[src/rtl/alu_mult_seq.sv]
// Multi-cycle unsigned shift-add multiplier that borrows the shared ALU adder.
// Ports:
//   clk, rst              clock, synchronous active-high reset
//   req_valid/req_ready   operand handshake; req_a multiplicand, req_b multiplier
//   resp_valid/resp_ready product handshake; resp_hi/resp_lo upper/lower product
//   busy                  high while an operation is in RUN or DONE
//   alu_a/alu_b/alu_oper  ALU operand and opcode drive (combinational)
//   alu_result/alu_cout   ALU sum and carry-out (combinational return)
module alu_mult_seq #(
  parameter int unsigned WIDTH = 16,
  parameter int unsigned OPER_W = 4,
  parameter logic [OPER_W-1:0] ADD_OPER = '0
) (
  input  logic              clk,
  input  logic              rst,
  input  logic              req_valid,
  output logic              req_ready,
  input  logic [WIDTH-1:0]  req_a,
  input  logic [WIDTH-1:0]  req_b,
  output logic              resp_valid,
  input  logic              resp_ready,
  output logic [WIDTH-1:0]  resp_hi,
  output logic [WIDTH-1:0]  resp_lo,
  output logic              busy,
  output logic [WIDTH-1:0]  alu_a,
  output logic [WIDTH-1:0]  alu_b,
  output logic [OPER_W-1:0] alu_oper,
  input  logic [WIDTH-1:0]  alu_result,
  input  logic              alu_cout
);

  localparam int unsigned CNT_W = $clog2(WIDTH);
  localparam logic [CNT_W-1:0] CNT_LAST = CNT_W'(WIDTH - 1);

  typedef enum logic [1:0] {IDLE, RUN, DONE} state_t;

  state_t           state_q, state_d;
  logic [WIDTH-1:0] mcand, acc, mplier;
  logic [CNT_W-1:0] cnt;
  logic             zero_op;
  logic [WIDTH-1:0] acc_nxt, mplier_nxt;

  assign zero_op = (req_a == '0) || (req_b == '0);

  // One shift-add step: {cout, sum, mplier} shifted right by one bit.
  assign acc_nxt    = {alu_cout, alu_result[WIDTH-1:1]};
  assign mplier_nxt = {alu_result[0], mplier[WIDTH-1:1]};

  // State register
  always_ff @(posedge clk) begin
    if (rst) state_q <= IDLE;
    else     state_q <= state_d;
  end

  // Next-state and handshake/ALU drive
  always_comb begin
    state_d    = state_q;
    req_ready  = 1'b0;
    resp_valid = 1'b0;
    busy       = 1'b0;
    alu_a      = '0;
    alu_b      = '0;
    alu_oper   = ADD_OPER;
    case (state_q)
      IDLE: begin
        req_ready = 1'b1;
        if (req_valid) state_d = zero_op ? DONE : RUN;
      end
      RUN: begin
        busy  = 1'b1;
        alu_a = acc;
        alu_b = mplier[0] ? mcand : '0;
        if (cnt == CNT_LAST) state_d = DONE;
      end
      DONE: begin
        busy       = 1'b1;
        resp_valid = 1'b1;
        if (resp_ready) state_d = IDLE;
      end
      default: state_d = IDLE;
    endcase
  end

  // Datapath; response registers capture the product only on entry to DONE
  always_ff @(posedge clk) begin
    if (rst) begin
      mcand   <= '0;
      acc     <= '0;
      mplier  <= '0;
      cnt     <= '0;
      resp_hi <= '0;
      resp_lo <= '0;
    end else begin
      case (state_q)
        IDLE: begin
          if (req_valid) begin
            mcand  <= req_a;
            mplier <= req_b;
            acc    <= '0;
            cnt    <= '0;
            if (zero_op) begin
              resp_hi <= '0;
              resp_lo <= '0;
            end
          end
        end
        RUN: begin
          acc    <= acc_nxt;
          mplier <= mplier_nxt;
          cnt    <= cnt + CNT_W'(1);
          if (cnt == CNT_LAST) begin
            resp_hi <= acc_nxt;
            resp_lo <= mplier_nxt;
          end
        end
        default: ;
      endcase
    end
  end

endmodule
[config.mk]
export PLATFORM = sky130hd
export DESIGN_NAME = alu_mult_seq
export DESIGN_NICKNAME = d
export VERILOG_FILES = /design/src/rtl/alu_mult_seq.sv
export SDC_FILE = /design/constraint.sdc
export NUM_CORES = 1
export LEC_CHECK = 0
export CAP_MARGIN = 20
export CORE_ASPECT_RATIO = 1.5
export CORE_UTILIZATION = 44
export CTS_CLUSTER_DIAMETER = 200
export DETAILED_ROUTE_END_ITERATION = 6
export HOLD_SLACK_MARGIN = 0.02
export PLACE_DENSITY = 0.9
export SLEW_MARGIN = 5
export SYNTH_ARGS = -nofsm -noshare
export SYNTH_HDL_FRONTEND = slang
export SYNTH_SLANG_ARGS = --single-unit
export TNS_END_PERCENT = 30
[constraint.sdc]
create_clock -name clk -period 2.5 [get_ports clk]
set_input_delay 0.75 -clock clk [delete_from_list [all_inputs] [get_ports clk]]
set_output_delay 0.75 -clock clk [all_outputs]
set_load 0.01 [all_outputs]
==> flow_summary_export.csv <==
group,metric,value,unit
die,rows,38,
die,dieArea,8050,sq um
die,ioPinCount,124,
setup_path,worst_ep_required_time,1750,ps
power,peakVddDrop,0.650,mV
power,pwr_density_cell,833,nW/um^2
setup_path,arrival,1640,ps
run,max-cap-violations,0,
clock_network,cts_tree,"done",
clock_network,cts_buffers,9,
finish,drive_above_1_share,0.0793,
synth,ys_types,34,
clock_network,h-tree-depth,3,
timing,finalSetupTns,0,ps
place,placed_cells,575,
die,fp.dieH,109,um
route,highest_layer,"met4",
synth,synth_cells,371,
finish,diodes,0,
global_routing,grt_pass1_vias,3117,
finish,nFillCells,624,
die,coreArea,7320,sq um
synth,synthSimpleGateAreaFrac,0.217,
route,drt-wirelength-per-cell,15.8,um
finish,area_growth,45.7,%
synth,synth.ff_latch_count,86,
setup_path,endpoint_kind,"output pin",
timing,finalSetupViolCount,0,
route,dr_total_vias,3284,
timing,min_period,2390,ps
clock_network,root_buffer,"clkbuf_8",
route,wl_met1,3690,um
synth,synth_area,3380,sq um
min_path,worstHoldStart,"mcand[6]$_SDFFE_PP0P_",
finish,nets,544,
synth,synthArstFlopShare,0,
synth,synth.area.mux_share,0.00592,
route,antenna_left,0,
place,hpwl,6490,um
timing,worst_pin_slew,671,ps
synth,synth-compound-area-share,0.200,
timing,max-slew-margin-rel,0.553,
finish,stdcell_count,592,
min_path,whs_endpoint,"mcand[6]$_SDFFE_PP0P_",
global_routing,grt_max_degree,37,
synth,synth_adder_area_share,0.0148,
route,first_pass_iters,4,
run_status,status,"complete, no violations",
power,leakage,2.24,nW
timing,maxSlewViolCount,0,
setup_path,cp-start-kind,"flip-flop",
setup_path,r2r-end,"resp_hi[13]$_SDFFE_PP0P_",
route,wl_met3,457,um
global_routing,grt_use_total,0.228,
route,routed_via_density,5.55,
global_routing,grt_overflow,0,
route,routed_wirelength,9370,um
clock_network,clk_latency,360,ps
clock_network,clk_pin_slew,90,ps
die,initial_core_util,0.462,
clock_network,clkSinkCount,86,
synth,synthFlopType,"dfxtp_1",
route,drc_errors,0,
timing,timing.hold.ws,452,ps
synth,ys_seq_area_frac,0.509,
min_path,worstHoldPathCells,2,
setup_path,worstReg2RegStart,"state_q[0]$_SDFFE_PP0P_",
clock_network,cts_setup_buffers,0,
setup_path,critPathMaxFanout,9,
timing,clock.fmax,418,MHz
place,place_congestion,0.796,
route,first_iter_violations,197,
timing,skew,15.8,ps
min_path,worstHoldPathType,"reg2reg",
synth,synth_edf_count,0,
synth,synth_top_family_by_area,"simple AND/OR/NAND/NOR gates",
die,fp.dieW,73.6,um
global_routing,antenna_found_initial,0,
setup_path,reg2reg_slack,560,ps
synth,yosys_warnings,0,
timing,rsz0062_at_grt,"no",
place,port_buffers,119,
global_routing,grt_pass1_wl,14200,um
route,met2_length,5000,um
timing,hold_viol,0,
synth,avgSynthCellArea,9.12,sq um
clock_network,cts_max_path_buffers,2,
setup_path,rr_worst_depth,7,
setup_path,critPathKind,"reg2out",
timing,period_share,0.956,
synth,synthXorXnorAreaFrac,0,
## through the flow
step | worst slack [ps] | utilization | cell area, sq um | power, W
after CTS | -1.35 | 0.669 | 4900 | 0.00411
after global placement | -95.0 | 0.640 | 4690 | 0.00303
after global routing | 41.2 | 0.673 | 4930 | 0.00433
after detailed placement | -79.9 | 0.640 | 4690 | 0.00309
final | 110 | 0.673 | 4930 | 0.00411
after floorplan | 439 | - | 3390 | 0.00259
## cell type report
cell class	instances	area (sq um)	area share
inverters	5	18.8	0.00381
well taps	100	125	0.0254
repair buffers	134	1340	0.271
flip-flops and latches	86	1720	0.349
clock inverters	7	81.3	0.0165
multi-input cells	251	1520	0.308
clock buffers	9	124	0.0251
## cell usage after synthesis, types with 4 or more instances
master / instances / area share
dfxtp_1: 86 / 0.51
and2_1: 19 / 0.035
buf_4: 7 / 0.016
inv_1: 5 / 0.0055
buf_2: 11 / 0.016
a22o_1: 31 / 0.080
nor4_1: 8 / 0.015
nor2_1: 38 / 0.042
nor3_1: 17 / 0.025
o22ai_1: 16 / 0.030
ha_1: 4 / 0.015
clkbuf_1: 11 / 0.012
nand2_1: 38 / 0.042
and3_1: 16 / 0.030
a21oi_1: 19 / 0.028
a22oi_1: 18 / 0.040
## worst max path at each step
stage	startpoint	end	cells after the start
2_1_floorplan	state_q[1]$_SDFFE_PP0P_	alu_b[14]	5
3_3_place_gp	req_a[5]	resp_hi[6]$_SDFFE_PP0P_	6
3_5_place_dp	req_a[6]	resp_hi[13]$_SDFFE_PP0P_	6
4_1_cts	state_q[1]$_SDFFE_PP0P_	alu_a[5]	5
5_1_grt	state_q[0]$_SDFFE_PP0P_	req_ready	3
6_report	state_q[0]$_SDFFE_PP0P_	req_ready	3
## placed cells by master (no fill, tap or decap), drive strengths merged, types with 3 or more instances in the layout
cell type      netlist  routed
dfxtp               86      86
ha                   4       4
dlymetal6s2s         0      12
a22o                31      31
nor4                 8       8
inv                  5       7
and3                16      16
nand3                3       3
clkdlybuf4s50        0      86
nor3                17      17
a22oi               18      18
conb                 1       4
o21ai                3       3
o22ai               16      16
dlygate4sd2          0      20
buf                 21      16
nand2b               3       3
a21oi               19      19
nor2                38      38
nand2               38      38
clkinv               0       3
clkbuf              11       9
and2                19      19
## registers in the layout, summed over array words and instances (netlist names)
name / count
state_q: 2
resp_lo: 16
resp_hi: 16
cnt: 4
mplier: 16
acc: 16
mcand: 16
## cells by family (layout without fill, tap and decap cells)
group                      count (synthesis)  in the layout
AOI/OAI and AO/OA                         93             93
adders and majority gates                  4              4
buffers and inverters                     37            155
DFF                                       86             86
muxes                                      2              2
other                                      1              4
and+or+nand+nor                          148            148
## worst max-delay path, cell delays in order (launching register included)
cell	delay [ps]
dfxtp_2	350
inv_1	80
ha_2	290
clkdlybuf4s50_1	580
## power breakdown
group	leakage (nW)	total (W)	internal, W	switching [W]
Clock	0.100	0.000995	0.000474	0.000521
Combinational	1.43	0.00138	0.000602	0.000775
Sequential	0.701	0.00174	0.00157	0.000161
Total	2.24	0.00411	0.00265	0.00146
## metal layers
metal  track usage  up-vias
met5             0        -
met2         0.415      123
met3        0.0339       16
met1         0.259     1592
met4         0.100        0
li1              -     1553
## repair_timing
action,CTS,global route
cloned,1,0
pin swaps,0,0
setup endpoints to repair,32,13
hold buffers,0,0
resized for setup,27,13
Power figures use the tool's default switching activity.
